[src/rtl/conv_seq_engine.sv]
// Convolution read sequencer: walks r/c/ch/kr/kc, issues image and weight SRAM
// reads, and delays the MAC control tags by the SRAM read latency.
module conv_seq_engine #(
    parameter int unsigned ADDR_WIDTH         = 13,
    parameter int unsigned MAX_CHANNELS       = 64,
    parameter int unsigned NUM_CHANNELS_WIDTH = $clog2(MAX_CHANNELS + 1),
    parameter int unsigned READ_LATENCY       = 1
) (
    input  logic                          clk,
    input  logic                          rst,
    input  logic                          start,
    input  logic                          abort,
    input  logic [ADDR_WIDTH-1:0]         img_row,
    input  logic [ADDR_WIDTH-1:0]         img_col,
    input  logic [ADDR_WIDTH-1:0]         ker_row,
    input  logic [ADDR_WIDTH-1:0]         ker_col,
    input  logic [NUM_CHANNELS_WIDTH-1:0] num_channels,
    input  logic [1:0]                    stride_log2,
    input  logic                          issue_ready,
    output logic [ADDR_WIDTH-1:0]         img_addr,
    output logic [ADDR_WIDTH-1:0]         ker_addr,
    output logic                          rd_en,
    output logic                          mac_valid,
    output logic                          mac_first,
    output logic                          mac_last,
    output logic [ADDR_WIDTH-1:0]         out_idx,
    output logic [ADDR_WIDTH-1:0]         out_row,
    output logic [ADDR_WIDTH-1:0]         out_col,
    output logic                          busy,
    output logic                          done,
    output logic                          cfg_err
);
    localparam int unsigned AW  = ADDR_WIDTH;
    localparam int unsigned CW  = NUM_CHANNELS_WIDTH;
    localparam int unsigned LAT = READ_LATENCY;
    localparam int unsigned DW  = 3;

    typedef enum logic [1:0] {IDLE, CONFIG, RUN, DRAIN} state_t;
    state_t state, state_next;

    logic [AW-1:0] cfg_img_row, cfg_img_col, cfg_ker_row, cfg_ker_col;
    logic [CW-1:0] cfg_nch;
    logic [1:0]    cfg_stride;
    logic          cfg_bad;
    logic [AW-1:0] img_plane, ker_plane;
    logic [AW-1:0] r, c, kr, kc, idx;
    logic [CW-1:0] ch;
    logic [DW-1:0] drain_cnt;

    logic          illegal_in, issue, flush, done_d, cfg_err_d, load_cfg;
    logic          kc_last, kr_last, ch_last, c_last, r_last;
    logic          sum_first, sum_last, at_end;
    logic [AW-1:0] r_n, c_n, kr_n, kc_n;
    logic [CW-1:0] ch_n;
    logic [AW-1:0] img_addr_n, ker_addr_n;

    logic          pv   [LAT];
    logic          pf   [LAT];
    logic          pl   [LAT];
    logic [AW-1:0] pidx [LAT];

    assign illegal_in = (img_row == '0) || (img_col == '0) || (ker_row == '0) ||
                        (ker_col == '0) || (num_channels == '0) ||
                        (num_channels > CW'(MAX_CHANNELS)) ||
                        (ker_row > img_row) || (ker_col > img_col);

    // Loop-nest position after the current issue and the addresses it maps to.
    always_comb begin
        kc_last   = (kc == cfg_ker_col - AW'(1));
        kr_last   = (kr == cfg_ker_row - AW'(1));
        ch_last   = (ch == cfg_nch - CW'(1));
        c_last    = (c == out_col - AW'(1));
        r_last    = (r == out_row - AW'(1));
        sum_first = (ch == '0) && (kr == '0) && (kc == '0);
        sum_last  = ch_last && kr_last && kc_last;
        at_end    = sum_last && c_last && r_last;
        r_n  = r;
        c_n  = c;
        ch_n = ch;
        kr_n = kr;
        kc_n = kc + AW'(1);
        if (kc_last) begin
            kc_n = '0;
            kr_n = kr + AW'(1);
            if (kr_last) begin
                kr_n = '0;
                ch_n = ch + CW'(1);
                if (ch_last) begin
                    ch_n = '0;
                    c_n  = c + AW'(1);
                    if (c_last) begin
                        c_n = '0;
                        r_n = r + AW'(1);
                    end
                end
            end
        end
        img_addr_n = AW'(ch_n) * img_plane + ((r_n << cfg_stride) + kr_n) * cfg_img_col
                   + (c_n << cfg_stride) + kc_n;
        ker_addr_n = AW'(ch_n) * ker_plane + kr_n * cfg_ker_col + kc_n;
    end

    always_ff @(posedge clk or negedge rst) begin
        if (!rst) state <= IDLE;
        else      state <= state_next;
    end

    // Abort takes priority over any issue, including the final one.
    always_comb begin
        state_next = state;
        issue      = 1'b0;
        flush      = 1'b0;
        done_d     = 1'b0;
        cfg_err_d  = 1'b0;
        load_cfg   = 1'b0;
        case (state)
            IDLE: begin
                if (start) begin
                    state_next = CONFIG;
                    load_cfg   = 1'b1;
                    cfg_err_d  = illegal_in;
                end
            end
            CONFIG: begin
                if (abort) begin
                    state_next = IDLE;
                    flush      = 1'b1;
                end else begin
                    state_next = cfg_bad ? IDLE : RUN;
                end
            end
            RUN: begin
                if (abort) begin
                    state_next = IDLE;
                    flush      = 1'b1;
                end else if (issue_ready) begin
                    issue = 1'b1;
                    if (at_end) state_next = DRAIN;
                end
            end
            DRAIN: begin
                if (abort) begin
                    state_next = IDLE;
                    flush      = 1'b1;
                end else if (drain_cnt == DW'(LAT - 1)) begin
                    state_next = IDLE;
                    done_d     = 1'b1;
                end
            end
            default: state_next = IDLE;
        endcase
    end

    assign rd_en = issue;

    always_ff @(posedge clk or negedge rst) begin
        if (!rst) begin
            cfg_img_row <= '0;
            cfg_img_col <= '0;
            cfg_ker_row <= '0;
            cfg_ker_col <= '0;
            cfg_nch     <= '0;
            cfg_stride  <= '0;
            cfg_bad     <= 1'b0;
            img_plane   <= '0;
            ker_plane   <= '0;
            r           <= '0;
            c           <= '0;
            ch          <= '0;
            kr          <= '0;
            kc          <= '0;
            idx         <= '0;
            img_addr    <= '0;
            ker_addr    <= '0;
            out_row     <= '0;
            out_col     <= '0;
            drain_cnt   <= '0;
            busy        <= 1'b0;
            done        <= 1'b0;
            cfg_err     <= 1'b0;
        end else begin
            busy      <= (state_next != IDLE);
            done      <= done_d;
            cfg_err   <= cfg_err_d;
            drain_cnt <= (state == DRAIN) ? drain_cnt + DW'(1) : '0;
            if (load_cfg) begin
                cfg_img_row <= img_row;
                cfg_img_col <= img_col;
                cfg_ker_row <= ker_row;
                cfg_ker_col <= ker_col;
                cfg_nch     <= num_channels;
                cfg_stride  <= stride_log2;
                cfg_bad     <= illegal_in;
            end
            if (state == CONFIG) begin
                out_row   <= cfg_bad ? '0 : ((cfg_img_row - cfg_ker_row) >> cfg_stride) + AW'(1);
                out_col   <= cfg_bad ? '0 : ((cfg_img_col - cfg_ker_col) >> cfg_stride) + AW'(1);
                img_plane <= cfg_img_row * cfg_img_col;
                ker_plane <= cfg_ker_row * cfg_ker_col;
                r         <= '0;
                c         <= '0;
                ch        <= '0;
                kr        <= '0;
                kc        <= '0;
                idx       <= '0;
                img_addr  <= '0;
                ker_addr  <= '0;
            end else if (issue) begin
                r        <= r_n;
                c        <= c_n;
                ch       <= ch_n;
                kr       <= kr_n;
                kc       <= kc_n;
                idx      <= sum_last ? idx + AW'(1) : idx;
                img_addr <= img_addr_n;
                ker_addr <= ker_addr_n;
            end
        end
    end

    // Tag delay line; advances every cycle so tags stay aligned with SRAM data.
    always_ff @(posedge clk or negedge rst) begin
        if (!rst) begin
            for (int i = 0; i < int'(LAT); i++) begin
                pv[i]   <= 1'b0;
                pf[i]   <= 1'b0;
                pl[i]   <= 1'b0;
                pidx[i] <= '0;
            end
        end else begin
            pv[0]   <= issue;
            pf[0]   <= sum_first;
            pl[0]   <= sum_last;
            pidx[0] <= idx;
            for (int i = 1; i < int'(LAT); i++) begin
                pv[i]   <= pv[i-1];
                pf[i]   <= pf[i-1];
                pl[i]   <= pl[i-1];
                pidx[i] <= pidx[i-1];
            end
            if (flush) begin
                for (int i = 0; i < int'(LAT); i++) pv[i] <= 1'b0;
            end
        end
    end

    assign mac_valid = pv[LAT-1];
    assign mac_first = pv[LAT-1] & pf[LAT-1];
    assign mac_last  = pv[LAT-1] & pl[LAT-1];
    assign out_idx   = pidx[LAT-1];

endmodule
[config.mk]
export PLATFORM = sky130hd
export DESIGN_NAME = conv_seq_engine
export DESIGN_NICKNAME = d
export VERILOG_FILES = /design/src/rtl/conv_seq_engine.sv
export SDC_FILE = /design/constraint.sdc
export NUM_CORES = 2
export LEC_CHECK = 0
export CORE_UTILIZATION = 27
export CTS_BUF_LIST = sky130_fd_sc_hd__clkbuf_4
export CTS_CLUSTER_SIZE = 25
export DETAILED_ROUTE_END_ITERATION = 12
export GPL_ROUTABILITY_DRIVEN = 0
export SLEW_MARGIN = 20
export SYNTH_ARGS = -nofsm -noshare
export SYNTH_HDL_FRONTEND = slang
export SYNTH_SLANG_ARGS = --single-unit
[constraint.sdc]
create_clock -name clk -period 15.96 [get_ports clk]
set_input_delay 3.192 -clock clk [delete_from_list [all_inputs] [get_ports clk]]
set_output_delay 3.192 -clock clk [all_outputs]
set_load 0.1 [all_outputs]
==> out/qor.csv <==
metric,value,unit
status,"finished, final reports clean",
CP Data Required Time,16.68,ns
H-tree Lvls,3,
Critical Path Slowest Stage Cell,or4_1,
first-pass iteration count of the detailed router,7,
Slew Limit Fails,0,
Critical Path Fanout Max,28,
GRT Overall Usage,17.3,%
Static Leak,16.5,nW
top_reg_cell synth,dfrtp_1,
share of the synthesized area in the top cell type,21.3,%
Internal Pwr Total,2.23,mW
"Hold Vio Cnt, Final",0,
setup clock skew after layout,0.112,ns
WP data arrival,14.20,ns
worst slew pin tran,1.09,ns
clock sink count,236,
Worst Setup Path Type,register to register,
Post-Route WL,101,mm
worst vdd ir,0.000154,V
"EDFF count, synth",0,
max-cap violations,0,
"most used cell, CP",xnor2_1,
P&R area growth vs syn,12.4,%
Core Area,116000,sq um
FMAX,74.2,MHz
clock root cell,clkbuf_4,
"top cells by area, synth","fa_1 21%, dfrtp_1 19%, ha_1 9.9%, nand2_1 6.6%, inv_1 6.6%",
synthesized area,31600,sq um
post-synthesis register bit count,236,
CTS tree,built,
IO Pins,138,
Synth cell types,94,
routed len/inst,18.7,um
grt total ovfl,0,
global-route wire length before repair,157,mm
# rows,125,
largest net degree at the start of global routing,142,
clock tree buffer depth,3,
share of cells above drive strength 1,6.60,%
sw power,2.27,mW
hpwl dp,79.3,mm
CTS Buf Count,74,
Die H,344,um
vias per cell,4.91,
Initial Util,27.2,%
asr flop ratio synth,100,%
postcts setup bufs,0,
Post-Syn Instances,3743,
Post-Syn Nets,4396,
HP Class,register to register,
crit path capture type,register,
Hold WS,0.414,ns
Clock Power Share,14.3,%
P per Cell Area,127,nW/um^2
post-layout util,30.6,%
"area leader, netlist",fa_1,
Iteration-0 DRC Markers,1998,
routed vias,26494,
crit start category,register,
Hold Buf Count CTS,0,
"Power, Total",4.50,mW
# fillers,12353,
crit path time final,13.48,ns
headroom to the max-slew limit,26.7,%
switch share,50.4,%
Clock Latency Late Sink,0.92,ns
Routed Antenna Nets,0,
final setup fails,0,
CP max stage delay,0.99,ns
period utilization,84.4,%
final net count,4463,
Die X-Extent,344,um
Comb pwr share,65.6,%
vias in the first global route,26424,
Clock transition at path regs,0.07,ns
IO Port Bufs,137,
antenna violations before repair,4,
final setup TNS,0,ns
RSZ-0062 raised after global routing,false,
Syn Area/Cell,8.44,sq um
post-CTS resize count,0,
die area,118000,sq um
register area share after synthesis,18.7,%
Synth Warn #,0,
Flop pwr share,20.0,%
Post-route DRC,0,
==> critical path: cells and delay by family, from the launching register on <==
kind / cells / cell delay [ns]
xor gates and xnor gates: 14 / 3.02
buffers and inverters: 4 / 0.67
AOI/OAI and AO/OA: 9 / 1.73
adders and majority gates: 9 / 4.21
DFF: 1 / 0.75
and+or+nand+nor: 8 / 2.88
==> cell usage in the layout, fill, tap and decap left out, types with 32 or more instances in the layout <==
master             n
nand2_1          554
inv_1            553
fa_1             336
ha_1             251
dfrtp_1          234
xnor2_1          205
o21ai_0          192
nor2_1           180
and2_1           151
clkdlybuf4s50_1  136
nand3_1          122
clkbuf_4         103
a21oi_1           96
xor2_1            79
buf_4             48
nor3_1            42
mux2_2            38
nor4_1            33
a21o_1            32
==> cells in the mapped netlist, types with 12 or more instances <==
cell / number
a211oi_1: 12
a21o_1: 32
a21oi_1: 96
a31oi_1: 12
and2_1: 151
and3_1: 29
buf_1: 20
clkbuf_1: 165
dfrtp_1: 236
fa_1: 336
ha_1: 251
inv_1: 553
mux2_2: 38
mux2i_1: 28
nand2_1: 554
nand2b_1: 18
nand3_1: 122
nand3b_1: 16
nand4_1: 30
nor2_1: 180
nor2b_1: 25
nor3_1: 42
nor4_1: 35
o21a_1: 19
o21ai_0: 192
o21bai_1: 18
o31ai_1: 23
or3_1: 20
or4_1: 17
xnor2_1: 206
xor2_1: 79
==> state kept, by name, indices dropped and copies added, names as in the netlist, 3 cells and up <==
name,count
c,13
cfg_img_col,13
cfg_img_row,13
cfg_ker_col,13
cfg_ker_row,13
idx,13
img_addr,13
img_plane,13
kc,13
ker_addr,13
ker_plane,13
kr,13
out_col,13
out_idx,13
out_row,13
r,13
cfg_nch,7
ch,7
drain_cnt,3
==> cell families (layout without fill, tap and decap cells) <==
logic type,count (synthesis),count (layout),synth area share (%)
buf+inv,755,878,9.08
flops,236,236,18.7
mux,69,69,2.39
fa+ha+maj,587,587,31.2
xor+xnor,296,296,8.70
other cells,0,4,0
compound gates,505,505,10.1
simple gates,1295,1295,19.8
==> worst paths after layout <==
kind                                                  to  slack, ns  depth (start not counted)                        from
worst max-delay path            img_addr[12]$_DFFE_PN0P_       2.48                         44  cfg_ker_col[0]$_DFFE_PN0P_
worst min-delay path                out_idx[8]$_DFF_PN0_       0.41                          0          idx[8]$_DFFE_PN0P_
worst max register to register  img_addr[12]$_DFFE_PN0P_       2.48                         44  cfg_ker_col[0]$_DFFE_PN0P_
worst min register to register      out_idx[8]$_DFF_PN0_       0.41                          0          idx[8]$_DFFE_PN0P_
max in group asynchronous             idx[9]$_DFFE_PN0P_      12.25                          2                         rst
min in group asynchronous            cfg_bad$_DFFE_PN0P_       2.34                          1                         rst
==> final cells by class <==
| class | instances | area, sq um | area share, % |
|---|---|---|---|
| multi-input cells | 2752 | 22900 | 64.5 |
| flip-flops and latches | 236 | 5910 | 16.6 |
| inverters | 560 | 2100 | 5.92 |
| well taps | 1524 | 1910 | 5.37 |
| repair buffers | 186 | 1760 | 4.95 |
| clock buffers | 103 | 773 | 2.18 |
| clock inverters | 29 | 161 | 0.455 |
| diodes | 4 | 10.0 | 0.0282 |
==> power groups by stage <==
stage	clock, mW	sequential [mW]	combinational, mW
floorplan	0	0.911	2.16
global placement	0	0.900	2.92
detailed placement	0	0.903	2.95
CTS	0.661	0.892	2.97
global route	0.693	0.911	3.33
finish	0.645	0.902	2.96
==> metal layers <==
layer / vias up / part of all wire, % / global-route usage [%]
met5: - / 0.013 / 0
met4: 2 / 2.8 / 4.87
met3: 174 / 8.4 / 4.13
met2: 1010 / 44 / 26.8
met1: 13056 / 45 / 23.8
li1: 12252 / - / -
==> through the flow <==
| stage | cell area (sq um) | instances | setup slack [ns] |
|---|---|---|---|
| finish | 35500 | 5394 | 2.48 |
| global route | 35500 | 5394 | 1.94 |
| CTS | 35500 | 5390 | 2.65 |
| detailed placement | 34500 | 5258 | 2.68 |
| global placement | 34500 | 5258 | 2.95 |
| floorplan | 31600 | 3743 | 4.17 |
Power figures use the tool's default switching activity.
